==> config.mk <==
export PLATFORM = sky130hd
export DESIGN_NAME = step_dir_tracker
export DESIGN_NICKNAME = d
export VERILOG_FILES = /design/src/rtl/step_dir_pkg.sv /design/src/rtl/sync_edge.sv /design/src/rtl/step_dir_tracker.sv
export SDC_FILE = /design/constraint.sdc
export NUM_CORES = 1
export LEC_CHECK = 0
export ABC_AREA = 1
export BUFFER_PORTS_ARGS = -buffer_cell sky130_fd_sc_hd__buf_4
export CAP_MARGIN = 20
export CORE_ASPECT_RATIO = 0.9
export CORE_MARGIN = 4
export CORE_UTILIZATION = 24
export CTS_BUF_LIST = sky130_fd_sc_hd__clkbuf_4 sky130_fd_sc_hd__clkbuf_8
export DETAILED_ROUTE_END_ITERATION = 8
export PLACE_DENSITY = 0.47
export SYNTH_ARGS = -nofsm -noshare
export SYNTH_HDL_FRONTEND = slang
export SYNTH_HIERARCHICAL = 1
export SYNTH_SLANG_ARGS = --single-unit
==> constraint.sdc <==
create_clock -name i_clk -period 2.65 [get_ports i_clk]
set_input_delay 0.1325 -clock i_clk [delete_from_list [all_inputs] [get_ports i_clk]]
set_output_delay 0.1325 -clock i_clk [all_outputs]
set_load 0.03 [all_outputs]
==> src/rtl/step_dir_pkg.sv <==
// Shared definitions for the step/dir tracker, the step generator and their benches.
package step_dir_pkg;

  typedef logic [1:0] step_state_t;

  localparam step_state_t ST_IDLE = 2'd0;
  localparam step_state_t ST_HIGH = 2'd1;
  localparam step_state_t ST_LOW  = 2'd2;

  localparam int unsigned MIN_HIGH_DEFAULT  = 25;
  localparam int unsigned DIR_SETUP_DEFAULT = 10;

endpackage

==> src/rtl/sync_edge.sv <==
// Multi-flop input synchronizer with rise/fall detection on the synchronized copy.
module sync_edge #(
  parameter int unsigned SYNC_STAGES = 2
) (
  input  logic i_clk,
  input  logic i_d,
  output logic o_q,
  output logic o_rise,
  output logic o_fall
);

  logic [SYNC_STAGES-1:0] r_sync;
  logic                   r_prev;

  // Left unreset so a level held through reset produces no edge afterwards.
  always_ff @(posedge i_clk) begin
    r_sync <= {r_sync[SYNC_STAGES-2:0], i_d};
    r_prev <= r_sync[SYNC_STAGES-1];
  end

  assign o_q    = r_sync[SYNC_STAGES-1];
  assign o_rise = o_q & ~r_prev;
  assign o_fall = ~o_q & r_prev;

endmodule

==> src/rtl/step_dir_tracker.sv <==
// Step/dir receiver: tracks signed position, measures step period and flags protocol errors.
module step_dir_tracker
  import step_dir_pkg::*;
#(
  parameter int unsigned POS_WIDTH   = 16,
  parameter int unsigned PER_WIDTH   = 20,
  parameter int unsigned MIN_HIGH    = MIN_HIGH_DEFAULT,
  parameter int unsigned DIR_SETUP   = DIR_SETUP_DEFAULT,
  parameter int unsigned SYNC_STAGES = 2
) (
  input  logic                 i_clk,
  input  logic                 i_rst,
  input  logic                 i_drv_step,
  input  logic                 i_drv_dir,
  input  logic                 i_drv_enable_sm,
  input  logic                 i_pos_clear,
  input  logic                 i_err_clear,
  output logic [POS_WIDTH-1:0] o_position,
  output logic                 o_step_valid,
  output logic [PER_WIDTH-1:0] o_period,
  output logic                 o_period_valid,
  output logic                 o_moving,
  output logic                 o_err_width,
  output logic                 o_err_setup,
  output logic                 o_err_disabled
);

  localparam int unsigned HW = $clog2(MIN_HIGH + 1);
  localparam int unsigned SW = $clog2(DIR_SETUP + 1);
  localparam logic [HW-1:0] HIGH_SAT  = HW'(MIN_HIGH);
  localparam logic [SW-1:0] SETUP_SAT = SW'(DIR_SETUP);

  logic w_step_q, w_step_rise, w_step_fall;
  logic w_dir_q, w_dir_rise, w_dir_fall;
  logic w_en_q, w_en_rise, w_en_fall;
  logic w_unused;

  sync_edge #(.SYNC_STAGES(SYNC_STAGES)) u_sync_step (
    .i_clk  (i_clk),
    .i_d    (i_drv_step),
    .o_q    (w_step_q),
    .o_rise (w_step_rise),
    .o_fall (w_step_fall)
  );

  sync_edge #(.SYNC_STAGES(SYNC_STAGES)) u_sync_dir (
    .i_clk  (i_clk),
    .i_d    (i_drv_dir),
    .o_q    (w_dir_q),
    .o_rise (w_dir_rise),
    .o_fall (w_dir_fall)
  );

  sync_edge #(.SYNC_STAGES(SYNC_STAGES)) u_sync_en (
    .i_clk  (i_clk),
    .i_d    (i_drv_enable_sm),
    .o_q    (w_en_q),
    .o_rise (w_en_rise),
    .o_fall (w_en_fall)
  );

  assign w_unused = ^{w_step_q, w_en_rise, w_en_fall};

  step_state_t          r_state, w_state_d;
  logic [HW-1:0]        r_high_cnt, w_high_cnt_d;
  logic [PER_WIDTH-1:0] r_per_cnt, w_per_cnt_d;
  logic [SW-1:0]        r_setup_cnt, w_setup_cnt_d;
  logic [POS_WIDTH-1:0] w_pos_base, w_pos_d;

  logic w_dir_chg, w_accept, w_ignored, w_per_sat, w_period_ok, w_width_err, w_setup_err;
  logic [SW-1:0] w_setup_eff;

  assign w_dir_chg   = w_dir_rise | w_dir_fall;
  assign w_accept    = w_step_rise & w_en_q;
  assign w_ignored   = w_step_rise & ~w_en_q;
  assign w_per_sat   = &r_per_cnt;
  // A dir change in the very cycle of the step edge counts as zero setup.
  assign w_setup_eff = w_dir_chg ? '0 : r_setup_cnt;
  assign w_setup_err = w_accept & (w_setup_eff < SETUP_SAT);
  assign w_period_ok = w_accept & (r_state != ST_IDLE) & ~w_per_sat;
  assign w_width_err = (r_state == ST_HIGH) & w_step_fall & (r_high_cnt < HIGH_SAT);

  always_comb begin
    w_state_d = r_state;
    case (r_state)
      ST_IDLE: if (w_accept) w_state_d = ST_HIGH;
      ST_HIGH: begin
        if (w_step_fall)    w_state_d = ST_LOW;
        else if (w_per_sat) w_state_d = ST_IDLE;
      end
      ST_LOW: begin
        if (w_accept)       w_state_d = ST_HIGH;
        else if (w_per_sat) w_state_d = ST_IDLE;
      end
      default: w_state_d = ST_IDLE;
    endcase
  end

  always_comb begin
    w_high_cnt_d = r_high_cnt;
    if (w_accept) begin
      w_high_cnt_d = HW'(1);
    end else if ((r_state == ST_HIGH) && (r_high_cnt != HIGH_SAT)) begin
      w_high_cnt_d = r_high_cnt + 1'b1;
    end

    w_per_cnt_d = r_per_cnt;
    if (w_accept)        w_per_cnt_d = PER_WIDTH'(1);
    else if (!w_per_sat) w_per_cnt_d = r_per_cnt + 1'b1;

    w_setup_cnt_d = r_setup_cnt;
    if (w_dir_chg)                      w_setup_cnt_d = '0;
    else if (r_setup_cnt != SETUP_SAT)  w_setup_cnt_d = r_setup_cnt + 1'b1;

    // Clear applies before a coincident step is added.
    w_pos_base = i_pos_clear ? '0 : o_position;
    w_pos_d    = w_pos_base;
    if (w_accept) w_pos_d = w_dir_q ? w_pos_base + 1'b1 : w_pos_base - 1'b1;
  end

  always_ff @(posedge i_clk) begin
    if (i_rst) begin
      r_state        <= ST_IDLE;
      r_high_cnt     <= '0;
      r_per_cnt      <= '0;
      r_setup_cnt    <= SETUP_SAT;
      o_position     <= '0;
      o_step_valid   <= 1'b0;
      o_period       <= '0;
      o_period_valid <= 1'b0;
      o_moving       <= 1'b0;
      o_err_width    <= 1'b0;
      o_err_setup    <= 1'b0;
      o_err_disabled <= 1'b0;
    end else begin
      r_state        <= w_state_d;
      r_high_cnt     <= w_high_cnt_d;
      r_per_cnt      <= w_per_cnt_d;
      r_setup_cnt    <= w_setup_cnt_d;
      o_position     <= w_pos_d;
      o_step_valid   <= w_accept;
      o_period_valid <= w_period_ok;
      if (w_period_ok) o_period <= r_per_cnt;
      if (w_period_ok)    o_moving <= 1'b1;
      else if (w_per_sat) o_moving <= 1'b0;
      o_err_width    <= w_width_err | (o_err_width & ~i_err_clear);
      o_err_setup    <= w_setup_err | (o_err_setup & ~i_err_clear);
      o_err_disabled <= w_ignored | (o_err_disabled & ~i_err_clear);
    end
  end

endmodule
# Word-level counts from Yosys, hierarchy flattened
# Index checks and enable logic that the tools add are counted.
[op_classes]
bitwise_logic = 25
n_lt_le_gt_ge = 2
mux = 17
eq_ne = 6
reduce_logical = 9
n_addsub = 5
[op_table]
columns = ["operator", "count"]
rows = [
  ["16-bit two-way mux", 3],
  ["20-bit by 1-bit adder with 20-bit output (second input constant)", 1],
  ["20-bit AND reduction", 1],
  ["16-bit by 1-bit adder with 16-bit output (second input constant)", 1],
  ["16-bit by 1-bit subtractor with 16-bit output (second input constant)", 1],
  ["1-bit AND", 14],
  ["4-bit two-way mux", 3],
  ["2-bit two-way mux", 4],
  ["2-bit nonzero test", 4],
  ["1-bit NOT", 7],
  ["1-bit two-way mux", 6],
  ["2-bit one-hot mux with 3 select lines", 1],
  ["5-bit by 1-bit adder with 5-bit output (second input constant)", 1],
  ["5-bit less-than comparator (second input constant)", 1],
  ["5-bit != test (second input constant)", 1],
  ["4-bit by 1-bit adder with 4-bit output (second input constant)", 1],
  ["4-bit less-than comparator (second input constant)", 1],
  ["2-bit != test (second input constant)", 2],
  ["4-bit != test (second input constant)", 1],
  ["1-bit bitwise OR", 4],
  ["2-bit OR reduction", 2],
  ["2-bit by 1-bit == test with 1-bit output (second input constant)", 1],
  ["2-bit == test (second input constant)", 1],
  ["2-bit logical NOT", 1],
  ["1-bit logical AND", 1],
]
[totals]
input_bits = 7
word_cells = 84
output_inout_bits = 42
register_bits = 81

# Longest topological paths before layout
[depth]
word_depth = 7
depth_mapped = 16
depth_no_buf = 15

# Hierarchy
# The synthesis kept the hierarchy.
[by_module_without_submodules]
columns = ["mod", "instances", "seq_area_each_um2", "cells_each", "area_each_um2"]
rows = [
  ["step_dir_tracker", 1, 1461.4, 663, 4287.9],
  ["sync_edge", 3, 60.1, 7, 75.1],
]

# Least setup slack after synthesis
# OpenSTA, ideal clock, no wires.
[synth_timing]
path_kind = "register to register"
from = "register u_sync_dir.r_sync[1]"
to = "register o_position[7]"
synth_period_minus_slack_ns = 1.905
t_arrival_ns = 1.784
path_slack_ns = 0.745
n_path_buf = 0
t_required_ns = 2.529
setup_ns = 0.121
path_stages_with_launch = 12
path_cell_list = "dfxtp_1 inv_1 ha_1 nand2_1 nand2_1 inv_1 nand2_1 nand2_1 nand2_1 or2_2 nand3_1 o21ai_0"
[synth_between]
elab_chain_cells = 2
[synth_rtl]
columns = ["item", "line", "text"]
rows = [
  ["from (decl)", "sync_edge.sv:12", "logic [SYNC_STAGES-1:0] r_sync;"],
  ["from (signal assigned)", "sync_edge.sv:17", "r_sync <= {r_sync[SYNC_STAGES-2:0], i_d};"],
  ["16-bit two-way mux (2 in series)", "step_dir_tracker.sv:118", "if (w_accept) w_pos_d = w_dir_q ? w_pos_base + 1'b1 : w_pos_base - 1'b1;"],
  ["to (signal assigned)", "step_dir_tracker.sv:140", "o_position <= w_pos_d;"],
  ["to (decl)", "step_dir_tracker.sv:18", "output logic [POS_WIDTH-1:0] o_position,"],
]
# No other way between the ends.
# A chain may end at the register's enable or synchronous reset.

# Final worst setup path
# Same ends and word-level chain as after synthesis.

==> flow_summary.ini <==
[die]
initial_utilization_pct = 24.4
die-height_microns = 138
die_w_microns = 152
ios = 49
rows = 47
die_area_sq_um = 20900
core_sq_um = 18300

[worst_setup_path]
end_kind = register
start_kind = register
path_cells = inv_1, buf_4, ha_1, nand2_1, nand2_1, inv_1, nand2_1, nand2_1, nand2_1, or2_2, nand3_1, o21ai_0
path_buf_inv = 3
r2r_cells = 12
crit_required_ns = 2.91
worstSetupPathType = register to register
slowest_stage = dfxtp_1
r2r_end = o_position[7]$_SDFF_PP0_
cp_max_fo = 17
ff2ff_setup_slack_ns = 0.57
critPathMostFrequentCell = nand2_1
cp_slowest_stage_delay_ns = 0.43
r2r-start = u_sync_dir/r_sync[1]$_DFF_P_
cp_data_arrival_time_ns = 2.34
path_delay_family = simple AND/OR/NAND/NOR gates

[global_routing]
grt-ovfl-total = 0
grt_pass1_vias = 3638
grt_max_degree = 58
antenna_found_initial = 0
grt_usage_pct = 11.1
grt_pass1_wl_mm = 18.6

[routing]
drt_iter0_drc = 242
viasPerCell = 4.18
vias = 4102
routedWlPerCell_microns = 11.8
drtAntennaViolNets = 0
drc = 0
dr.pass1.iters = 5
wirelength_mm = 11.5

[clocking]
clk_latency_ns = 0.38
cts_tree = yes
clockBufferDepth = 2
clock_sinks = 81
cts_buffers = 9
clockRootBuffer = clkbuf_8
post-cts-setup-buffer-count = 0
cts.clk_slew.worst_paths_ns = 0.10
htreeDepth = 3

[outcome]
outcome = complete, no violations

[worst_hold_path]
min_from = i_err_clear
min_to = o_err_disabled$_SDFF_PP0_
holdPathStages = 4
min_path_type = input port to register

[finish]
drive_above_1_share_pct = 13.3
area_growth_pct = 19.8
fin_nets = 758
n_antenna_cell = 0

[sta]
rsz0062_at_grt = false
finClkSkew_ns = 0.0180
fmax_mhz = 480
worst_slack_ns = 0.568
min_period_ns = 2.08
worst_slew_pin_slew_ns = 0.503
relSlewSlack_pct = 66.5
period_share_pct = 78.6
hold_viol = 0
finalSetupViolCount = 0
tns_ns = 0
final_max_slew_viol_count = 0

[power_and_ir_drop]
p_per_area_nw_per_um2 = 469
vdd_ir_drop_max_uv = 210
cellLeakagePower_nw = 2.56

[placement]
dp_slack_ns = 0.490
io_buffers = 48
globalplace.congestion = 0.896
dp_hpwl_mm = 8.39

[flow_run]
maxCapViolations = 0

[synth]
synth_area_sq_um = 4480
ys_warn_count = 6
avgSynthCellArea_sq_um = 6.60
syn_nets = 706
syn_inst = 679
-- worst reg2reg max path, stage by stage, from the launching register on --
cell	delay, ns
dfxtp_1	0.43
inv_1	0.06
buf_4	0.22
ha_1	0.39
nand2_1	0.08
nand2_1	0.06
inv_1	0.05
nand2_1	0.08
nand2_1	0.08
nand2_1	0.09
or2_2	0.29
nand3_1	0.06
o21ai_0	0.08
-- layer usage --
metal	vias up	routed length, microns	global-route usage [%]
met4	0	152	3.34
met5	-	0	0
met1	1794	6070	15.4
met2	55	4940	16.9
met3	13	381	3.02
li1	2240	-	-
-- through the flow --
| step | instance area, sq um | power (W) | hold slack [ns] | cells | util (%) |
|---|---|---|---|---|---|
| 6_report | 5370 | 0.00252 | 0.0353 | 981 | 29.2 |
| 5_1_grt | 5370 | 0.00266 | 0.0239 | 981 | 29.2 |
| 4_1_cts | 5370 | 0.00258 | 0.0126 | 981 | 29.2 |
| 3_5_place_dp | 5110 | 0.00155 | 0.239 | 961 | 27.9 |
| 3_3_place_gp | 5110 | 0.00155 | 0.239 | 961 | 27.9 |
| 2_1_floorplan | 4480 | 0.00147 | 0.160 | 679 | - |
-- area by class of cell --
cell class	count	area (sq um)
inverter	118	443
tap	245	307
clock inverter	3	47.5
sequential	81	1620
fill	2080	13000
timing repair buffer	59	465
multi-input combinational	462	2310
clock buffer	13	166
-- registers in the layout, summed over array words and instances (netlist names), 2 cells and up --
name and flops:
r_state 2, r_high_cnt 5, o_position 16, u_sync_dir/r_sync 2, u_sync_step/r_sync 2, u_sync_en/r_sync 2
r_per_cnt 20, r_setup_cnt 4, o_period 20
-- power breakdown --
part / internal [W] / switching [W]
Clock: 0.000514 / 0.000486
Combinational: 0.0000892 / 0.000159
Sequential: 0.00125 / 0.0000240
Total: 0.00185 / 0.000669
-- worst max path at each step --
stage                                 start                         to  cells past startpoint
3_5_place_dp                    i_pos_clear   o_position[7]$_SDFF_PP0_                     14
2_1_floorplan  u_sync_dir/r_sync[1]$_DFF_P_   o_position[7]$_SDFF_PP0_                     11
5_1_grt            o_position[0]$_SDFF_PP0_  o_position[12]$_SDFF_PP0_                     13
6_report       u_sync_dir/r_sync[1]$_DFF_P_   o_position[7]$_SDFF_PP0_                     12
3_3_place_gp                    i_pos_clear   o_position[7]$_SDFF_PP0_                     14
4_1_cts        u_sync_dir/r_sync[1]$_DFF_P_   o_position[7]$_SDFF_PP0_                     12
-- what timing repair did --
item / in CTS / in global routing
endpoints found under the hold margin: 8 / 0
resized for setup: 0 / 0
hold buffers: 4 / 0
-- cells in the final DEF (no fill, tap or decap), types with 2 or more instances in the layout --
| cell | instances |
|---|---|
| nand2_1 | 193 |
| a21oi_2 | 14 |
| nor2_4 | 3 |
| nand3b_1 | 4 |
| nor3_1 | 8 |
| ha_1 | 19 |
| dlygate4sd3_1 | 4 |
| buf_4 | 54 |
| nand3_1 | 57 |
| xor2_1 | 4 |
| nor2_1 | 71 |
| dfxtp_1 | 81 |
| a21oi_1 | 28 |
| nand2_2 | 4 |
| nand4_1 | 11 |
| o21a_1 | 2 |
| inv_1 | 115 |
| inv_2 | 2 |
| clkbuf_4 | 2 |
| a31oi_1 | 10 |
| o22ai_1 | 3 |
| o21ai_0 | 18 |
| clkbuf_8 | 11 |
| o31ai_1 | 2 |
No activity file was read; power rests on OpenSTA's default activity.
